===== config.mk =====
export PLATFORM = sky130hd
export DESIGN_NAME = qc_cyc_shift_pipe
export DESIGN_NICKNAME = d
export VERILOG_FILES = /design/src/rtl/ldpc_pkg.sv /design/src/rtl/qc_rot_stage.sv /design/src/rtl/qc_cyc_shift_pipe.sv
export SDC_FILE = /design/constraint.sdc
export NUM_CORES = 1
export LEC_CHECK = 0
export BUFFER_PORTS_ARGS = -buffer_cell sky130_fd_sc_hd__buf_4
export CELL_PAD_IN_SITES_DETAIL_PLACEMENT = 2
export CELL_PAD_IN_SITES_GLOBAL_PLACEMENT = 2
export CORE_ASPECT_RATIO = 0.75
export CORE_UTILIZATION = 37
export CTS_CLUSTER_DIAMETER = 100
export DETAILED_ROUTE_END_ITERATION = 7
export PLACE_DENSITY_LB_ADDON = 0.05
export SYNTH_ARGS = -nofsm -noshare
export SYNTH_HDL_FRONTEND = slang
export SYNTH_SLANG_ARGS = --single-unit
export TNS_END_PERCENT = 10

===== constraint.sdc =====
create_clock -name clk -period 1.89 [get_ports clk]
set_input_delay 0.189 -clock clk [delete_from_list [all_inputs] [get_ports clk]]
set_output_delay 0.189 -clock clk [all_outputs]
set_load 0.02 [all_outputs]

===== src/rtl/ldpc_pkg.sv =====
`default_nettype none
// +--------------------------------------------------------------------------+
// | ldpc_pkg                                                                 |
// | Shared constants and sizing helpers for the QC-LDPC circulant shifter.   |
// | Rev 1.0                                                                  |
// +--------------------------------------------------------------------------+
package ldpc_pkg;

    localparam logic c_DIR_FWD = 1'b0;
    localparam logic c_DIR_INV = 1'b1;

    function automatic int bus_w(input int data_w, input int d);
        return data_w * d;
    endfunction

    function automatic int lane_lo(input int data_w, input int k);
        return k * data_w;
    endfunction

    // All-ones shift field is the canonical null-submatrix encoding.
    function automatic int null_shift(input int shift_w);
        return (1 << shift_w) - 1;
    endfunction

    // Mux levels needed so that every effective shift e < d is reachable.
    function automatic int rot_levels(input int d);
        return (d <= 2) ? 1 : $clog2(d);
    endfunction

    function automatic int level_amt(input int j, input int d);
        return (1 << j) % d;
    endfunction

endpackage
`default_nettype wire


===== src/rtl/qc_rot_stage.sv =====
`default_nettype none
// +--------------------------------------------------------------------------+
// | qc_rot_stage                                                             |
// | One barrel-rotator mux level with an optional valid/ready register slice.|
// | Rev 1.0                                                                  |
// +--------------------------------------------------------------------------+
module qc_rot_stage
    import ldpc_pkg::*;
#(
    parameter int DATA_W  = 8,
    parameter int D       = 8,
    parameter int AMT     = 1,
    parameter int SEL_W   = 3,
    parameter int SEL_BIT = 0,
    parameter int TAG_W   = 4,
    parameter int REG     = 1
) (
    input  logic                   clk,
    input  logic                   rst,
    input  logic                   i_valid,
    output logic                   o_ready,
    input  logic [DATA_W*D-1:0]    i_data,
    input  logic [SEL_W-1:0]       i_shift,
    input  logic                   i_null,
    input  logic [TAG_W-1:0]       i_tag,
    output logic                   o_valid,
    input  logic                   i_ready,
    output logic [DATA_W*D-1:0]    o_data,
    output logic [SEL_W-1:0]       o_shift,
    output logic                   o_null,
    output logic [TAG_W-1:0]       o_tag
);

    localparam int c_BUS = bus_w(DATA_W, D);

    logic [c_BUS-1:0] w_rot;

    always_comb begin
        w_rot = i_data;
        if (i_shift[SEL_BIT]) begin
            for (int k = 0; k < D; k++) begin
                w_rot[lane_lo(DATA_W, k) +: DATA_W] =
                    i_data[lane_lo(DATA_W, (k + AMT) % D) +: DATA_W];
            end
        end
    end

    generate
        if (REG != 0) begin : g_reg
            logic               r_valid;
            logic [c_BUS-1:0]   r_data;
            logic [SEL_W-1:0]   r_shift;
            logic               r_null;
            logic [TAG_W-1:0]   r_tag;

            // Bubble-collapsing: load whenever empty or the successor drains us.
            assign o_ready = !r_valid || i_ready;

            always_ff @(posedge clk) begin
                if (rst) begin
                    r_valid <= 1'b0;
                    r_data  <= '0;
                    r_shift <= '0;
                    r_null  <= 1'b0;
                    r_tag   <= '0;
                end else if (o_ready) begin
                    r_valid <= i_valid;
                    if (i_valid) begin
                        r_data  <= w_rot;
                        r_shift <= i_shift;
                        r_null  <= i_null;
                        r_tag   <= i_tag;
                    end
                end
            end

            assign o_valid = r_valid;
            assign o_data  = r_data;
            assign o_shift = r_shift;
            assign o_null  = r_null;
            assign o_tag   = r_tag;
        end else begin : g_comb
            logic w_unused_clk;

            assign w_unused_clk = ^{clk, rst};
            assign o_ready = i_ready;
            assign o_valid = i_valid;
            assign o_data  = w_rot;
            assign o_shift = i_shift;
            assign o_null  = i_null;
            assign o_tag   = i_tag;
        end
    endgenerate

endmodule
`default_nettype wire


===== src/rtl/qc_cyc_shift_pipe.sv =====
`default_nettype none
// +--------------------------------------------------------------------------+
// | qc_cyc_shift_pipe                                                        |
// | Runtime-programmable pipelined cyclic shifter for one QC-LDPC circulant. |
// | Rev 1.0                                                                  |
// +--------------------------------------------------------------------------+
module qc_cyc_shift_pipe
    import ldpc_pkg::*;
#(
    parameter int DATA_W  = 8,
    parameter int D       = 8,
    parameter int SHIFT_W = $clog2(D),
    parameter int TAG_W   = 4,
    parameter int PIPE    = 1
) (
    input  logic                   clk,
    input  logic                   rst,
    input  logic                   in_valid,
    output logic                   in_ready,
    input  logic [DATA_W*D-1:0]    in_data,
    input  logic [SHIFT_W-1:0]     in_shift,
    input  logic                   in_dir,
    input  logic [TAG_W-1:0]       in_tag,
    output logic                   out_valid,
    input  logic                   out_ready,
    output logic [DATA_W*D-1:0]    out_data,
    output logic                   out_null,
    output logic [TAG_W-1:0]       out_tag
);

    localparam int c_BUS    = bus_w(DATA_W, D);
    localparam int c_LEVELS = rot_levels(D);

    logic                   w_null_in;
    logic [c_LEVELS-1:0]    w_eff;
    logic [c_BUS-1:0]       w_data_in;
    logic                   w_unused_shift;

    // Inverse becomes a forward rotation by D-s; null lanes are zeroed up front
    // so the mux levels only ever see a shift below D.
    always_comb begin
        w_null_in = (int'(in_shift) >= D);
        w_eff     = '0;
        w_data_in = '0;
        if (!w_null_in) begin
            w_data_in = in_data;
            if (in_dir == c_DIR_INV && in_shift != '0) begin
                w_eff = c_LEVELS'(D - int'(in_shift));
            end else begin
                w_eff = in_shift[c_LEVELS-1:0];
            end
        end
    end

    generate
        for (genvar j = 0; j < c_LEVELS; j++) begin : g_stage
            logic                   w_in_valid;
            logic                   w_in_ready;
            logic [c_BUS-1:0]       w_in_data;
            logic [c_LEVELS-1:0]    w_in_shift;
            logic                   w_in_null;
            logic [TAG_W-1:0]       w_in_tag;
            logic                   w_out_valid;
            logic                   w_out_ready;
            logic [c_BUS-1:0]       w_out_data;
            logic [c_LEVELS-1:0]    w_out_shift;
            logic                   w_out_null;
            logic [TAG_W-1:0]       w_out_tag;

            if (j == 0) begin : g_head
                assign w_in_valid = in_valid;
                assign w_in_data  = w_data_in;
                assign w_in_shift = w_eff;
                assign w_in_null  = w_null_in;
                assign w_in_tag   = in_tag;
            end else begin : g_link
                assign w_in_valid = g_stage[j-1].w_out_valid;
                assign w_in_data  = g_stage[j-1].w_out_data;
                assign w_in_shift = g_stage[j-1].w_out_shift;
                assign w_in_null  = g_stage[j-1].w_out_null;
                assign w_in_tag   = g_stage[j-1].w_out_tag;
            end

            if (j == c_LEVELS - 1) begin : g_tail
                assign w_out_ready = out_ready;
            end else begin : g_body
                assign w_out_ready = g_stage[j+1].w_in_ready;
            end

            // PIPE=0 keeps only the last level registered.
            qc_rot_stage #(
                .DATA_W  (DATA_W),
                .D       (D),
                .AMT     (level_amt(j, D)),
                .SEL_W   (c_LEVELS),
                .SEL_BIT (j),
                .TAG_W   (TAG_W),
                .REG     ((PIPE != 0 || j == c_LEVELS - 1) ? 1 : 0)
            ) u_stage (
                .clk     (clk),
                .rst     (rst),
                .i_valid (w_in_valid),
                .o_ready (w_in_ready),
                .i_data  (w_in_data),
                .i_shift (w_in_shift),
                .i_null  (w_in_null),
                .i_tag   (w_in_tag),
                .o_valid (w_out_valid),
                .i_ready (w_out_ready),
                .o_data  (w_out_data),
                .o_shift (w_out_shift),
                .o_null  (w_out_null),
                .o_tag   (w_out_tag)
            );
        end
    endgenerate

    assign in_ready       = g_stage[0].w_in_ready && !rst;
    assign out_valid      = g_stage[c_LEVELS-1].w_out_valid;
    assign out_data       = g_stage[c_LEVELS-1].w_out_data;
    assign out_null       = g_stage[c_LEVELS-1].w_out_null;
    assign out_tag        = g_stage[c_LEVELS-1].w_out_tag;
    assign w_unused_shift = ^g_stage[c_LEVELS-1].w_out_shift;

endmodule
`default_nettype wire


**Yosys cells after proc, flatten, opt, wreduce, memory -nomap -nowiden**

Index checks and enable logic that the tools add are counted.

- Divide/modulo/power cells: 0
- Add/subtract/negate cells: 1
- Shifts and indexed selects: 0
- Equal/unequal tests: 0
- Bitwise logic cells: 0
- Multiply operators: 0
- Order comparisons: 0
- Multiplexer cells: 4
- Reduce and logical (&&, ||, !) cells: 13

Operators with widths:

| cell | number |
|---|---|
| $mux W64 | 3 |
| $reduce_and A2 Y1 | 3 |
| $logic_not A1 Y1 | 4 |
| $logic_or A1 B1 Y1 | 3 |
| $mux W3 | 1 |
| $reduce_bool A3 Y1 | 1 |
| $sub A1 B3 Y3 const A | 1 |
| $logic_and A1 B1 Y1 | 2 |

- Bits in registers: 213
- Bits in latches: 0
- RAM bits: 0
- Input port bits: 76
- Memories kept: 0
- Output and inout bits: 71
- Logic and storage cells: 29
- Bits in read-only memories: 0

**Depth between registers and ports, before layout**

- Word-level depth: 5
- Mapped depth: 8
- Depth with buffers taken out: 6

**Modules after synthesis**

Synthesis repeated with hierarchy kept, for this count alone.

- Cell total of the unflattened synthesis: 775
- Area, all modules: 10,694.0 µm²

Modules (own cells, without submodules):

| module | instances | cells an instance | area each (µm²) |
|---|---|---|---|
| qc_rot_stage | 3 | 255 | 3,534.6 |
| qc_cyc_shift_pipe | 1 | 10 | 90.1 |

**Least setup slack after synthesis**

OpenSTA, ideal clock, no wires.

- Path type: input port to flip-flop
- From: input port in_shift[0]
- To: register g_stage[0].u_stage.g_reg.r_shift[1]
- Required time: 1,755 ps
- Stages on the path: 8
- Arrival: 1,572 ps
- Path buffers: 2
- Setup slack: 184 ps
- Cell sequence: buf_2 > buf_2 > inv_1 > ha_1 > ha_1 > nor2b_1 > mux2i_1 > a211oi_2

- Cells in the longest elaborated chain, start to end: 3

RTL lines:

| element | line | source |
|---|---|---|
| from (decl) | qc_cyc_shift_pipe.sv:21 | `input logic [SHIFT_W-1:0] in_shift,` |
| branches (longest 2 deep; another with $sub A1 B3 Y3) | -- |  |
| $mux W3 (*) | qc_cyc_shift_pipe.sv:47 | `if (in_dir == c_DIR_INV && in_shift != '0) begin` |
| to (signal assigned) | qc_rot_stage.sv:70 | `r_shift <= i_shift;` |
| to (decl) | qc_rot_stage.sv:52 | `logic [SEL_W-1:0] r_shift;` |

Mark *: on every way between the ends.
A chain may end at the register's enable or synchronous reset.

**Worst setup path after layout**

- From: register g_stage[1].u_stage.g_reg.r_valid
- To: output port in_ready

- Cells in the longest elaborated chain, start to end: 4

RTL lines:

| element | line | source |
|---|---|---|
| from (decl) | qc_rot_stage.sv:50 | `logic r_valid;` |
| from (signal assigned) | qc_rot_stage.sv:67 | `r_valid <= i_valid;` |
| $logic_not A1 Y1 | qc_rot_stage.sv:57 | `assign o_ready = !r_valid \|\| i_ready;` |
| $logic_or A1 B1 Y1 (2 in a row) | qc_rot_stage.sv:57 |  |
| $logic_and A1 B1 Y1 | qc_cyc_shift_pipe.sv:118 | `assign in_ready = g_stage[0].w_in_ready && !rst;` |
| to (decl) | qc_cyc_shift_pipe.sv:19 | `output logic in_ready,` |

Every way passes these cells.

==> metrics.txt <==
status=finished, final reports clean; max frequency=571 MHz; Placer Congestion=0.815; sequential fraction of the synthesis area=0.426; Hold/Removal Path Class=primary input to flop; DIE HEIGHT=143 um; Cell Area, Placed=11300 um^2; skew final=16.9 ps; core area=26100 um^2; syn_nets=1038; Hold Startpoint=in_data[32]; post-synth top area share=0.426; initial antenna violation count=0; most common cell in the netlist=dfxtp_1; Synth Area per Inst=10.3 um^2; Final ANT Viol Nets=0; Critical Path AT=1560 ps; final setup TNS=0 ps; max_cap viols=0; Mapped Cells=960; clk root buf=clkbuf_16; Worst Setup Path Type=flop to output pin; # IOs=147; async set-reset flop share out of synthesis=0; Worst-Margin Slew=746 ps; share of post-route cells with drive strength above 1=0.272; Leak=4.47 nW; routed length per instance=24.4 um; GRT Overall Usage=0.255; final instance area=12100 um^2; vias per std cell=5.73; Hold Path Depth=3; DR vias=8155; top cell types by occurrence after synthesis=210 x dfxtp_1, 203 x mux2i_1, 202 x a21oi_1; number of global-route vias before repair=8679; grt total ovfl=0; Crit path required time=1700 ps; CTS Buffer Depth=3; PnR worst setup slack=138 ps; chip width=191 um; setup violators final=0; quantity of I/O buffers inserted on ports=145; pin count of the biggest net entering global routing=70; pins over their slew limit=0; Ant. Diodes=0; Worst setup EP type=output pin; Post-Place Cells=1375; most common flop cell mapped by yosys=dfxtp_1; Hold Violations, Final=0; Layout area overhead=23.1%; drt pass-1 iters=4; CTS H-tree lvls=1; # nets final=1139; worst skew pair latency=530 ps; # rows=51; Initial Util=0.378; RSZ-0062 raised after global routing=false; synthesized flop and latch total=210; CTS sink cnt=210; final non-filler cell total=1423; synth top area cells=dfxtp_1 43%, mux2i_1 21%, a21oi_1 10%; Post-synth EDFFs=0; reg2reg start=g_stage[2].u_stage.o_valid; Tot Pwr=11.5 mW; Worst setup SP type=flop; Post-Syn Area=9870 um^2; library cells used by synthesis=23; fill cell count=2735; Worst VDD drop=0.582 mV; leading area contributor after synthesis=dfxtp_1; first-pass GRT wire length=52700 um; worst r2r dst=g_stage[1].u_stage.o_data[54]; reg2reg setup slack=310 ps; Detailed Place HPWL=24800 um; CTS tree=done; die area=27300 um^2; Total Routed Length=34700 um; power density cells=950 nW/um^2; Num CTS Buffers=24; max_slew headroom=0.503; Residual DRC=0; WHS Endpoint=g_stage[0].u_stage.o_data[32]; DRT iter0 DRCs=396; post-layout min period=1750 ps; final worst-path cycle share=0.927; dpl ws=346 ps; CTS clk-pin slew, worst paths=60 ps; synth warn=0; Crit Path Max Fanout=9; Reg2Reg Depth=4
worst max path at each step:
stage | start | end | slack [ps] | cells past startpoint
2_1_floorplan | in_shift[0] | g_stage[0].u_stage.o_shift[1] | 180 | 8
3_3_place_gp | in_shift[0] | g_stage[0].u_stage.o_shift[2] | 420 | 7
3_5_place_dp | g_stage[2].u_stage.o_valid | g_stage[1].u_stage.o_data[54] | 350 | 4
4_1_cts | g_stage[1].u_stage.o_valid | in_ready | 20 | 3
5_1_grt | g_stage[2].u_stage.o_valid | in_ready | 70 | 3
6_report | g_stage[1].u_stage.o_valid | in_ready | 140 | 3
flip-flops by register name, summed over array words and instances (netlist names):
name / count
g_stage.u_stage.o_valid: 3
g_stage.u_stage.o_data: 192
g_stage.u_stage.o_shift: 3
g_stage.u_stage.o_tag: 12
critical path, cell delays in order (launching register included):
cell,delay (ps)
dfxtp_2,470
nand4b_4,200
nor2b_1,190
buf_4,180
placed cells by master, fill, tap and decap left out, types with 2 or more instances in the layout:
master | synthesis | final
a211oi_1 | 128 | 128
a211oi_2 | 66 | 66
a21oi_1 | 202 | 201
buf_12 | 0 | 14
buf_4 | 7 | 167
bufinv_16 | 0 | 2
clkbuf_1 | 41 | 8
clkbuf_16 | 0 | 25
clkbuf_8 | 0 | 5
clkinv_2 | 0 | 2
dfxtp_1 | 210 | 206
dfxtp_2 | 0 | 2
dfxtp_4 | 0 | 2
dlygate4sd3_1 | 0 | 4
ha_1 | 2 | 2
inv_1 | 6 | 6
mux2i_1 | 203 | 203
nand2b_1 | 15 | 14
nand3_1 | 4 | 4
nor2b_1 | 2 | 2
o21ai_0 | 4 | 4
where the power goes:
| part | switching (mW) | internal [mW] | total (mW) |
|---|---|---|---|
| clock network | 1.91 | 2.90 | 4.81 |
| registers | 0.313 | 4.71 | 5.03 |
| logic | 0.960 | 0.739 | 1.70 |
routing by layer:
layer,global-route usage,wire length [um]
met5,0,0
met4,0.0526,650
met3,0.0408,1660
met2,0.427,16100
met1,0.344,16200
layout make-up:
type,count,area [um^2],area share
inverters,6,22.5,0.00185
clock buffers,38,724,0.0597
multi-input cells,633,5080,0.418
clock inverters,6,86.3,0.00711
repair buffers,186,1590,0.131
well taps,344,430,0.0354
flip-flops and latches,210,4210,0.347
logic make-up after synthesis:
group                    after synthesis  synth area share
AND/OR/NAND/NOR                       27            0.0175
AO/OA/AOI/OAI                        400             0.286
flip-flops                           210             0.426
other                                  1          0.000380
buffers and inverters                117            0.0619
adder cells (fa/ha/maj)                2           0.00254
multiplexers                         203             0.206
per-stage QoR:
| stage | utilization | hold WS, ps |
|---|---|---|
| after floorplan | - | 344 |
| after global placement | 0.432 | 461 |
| after detailed placement | 0.432 | 475 |
| after CTS | 0.465 | 39.4 |
| after global routing | 0.465 | 55.4 |
| final | 0.465 | 49.8 |
what timing repair did:
item,in CTS,in global routing
hold buffers,4,0
setup endpoints to repair,0,1
setup buffers,0,0
gates resized for setup,0,1
hold endpoints to repair,4,0
No activity file was read; power rests on OpenSTA's default activity.
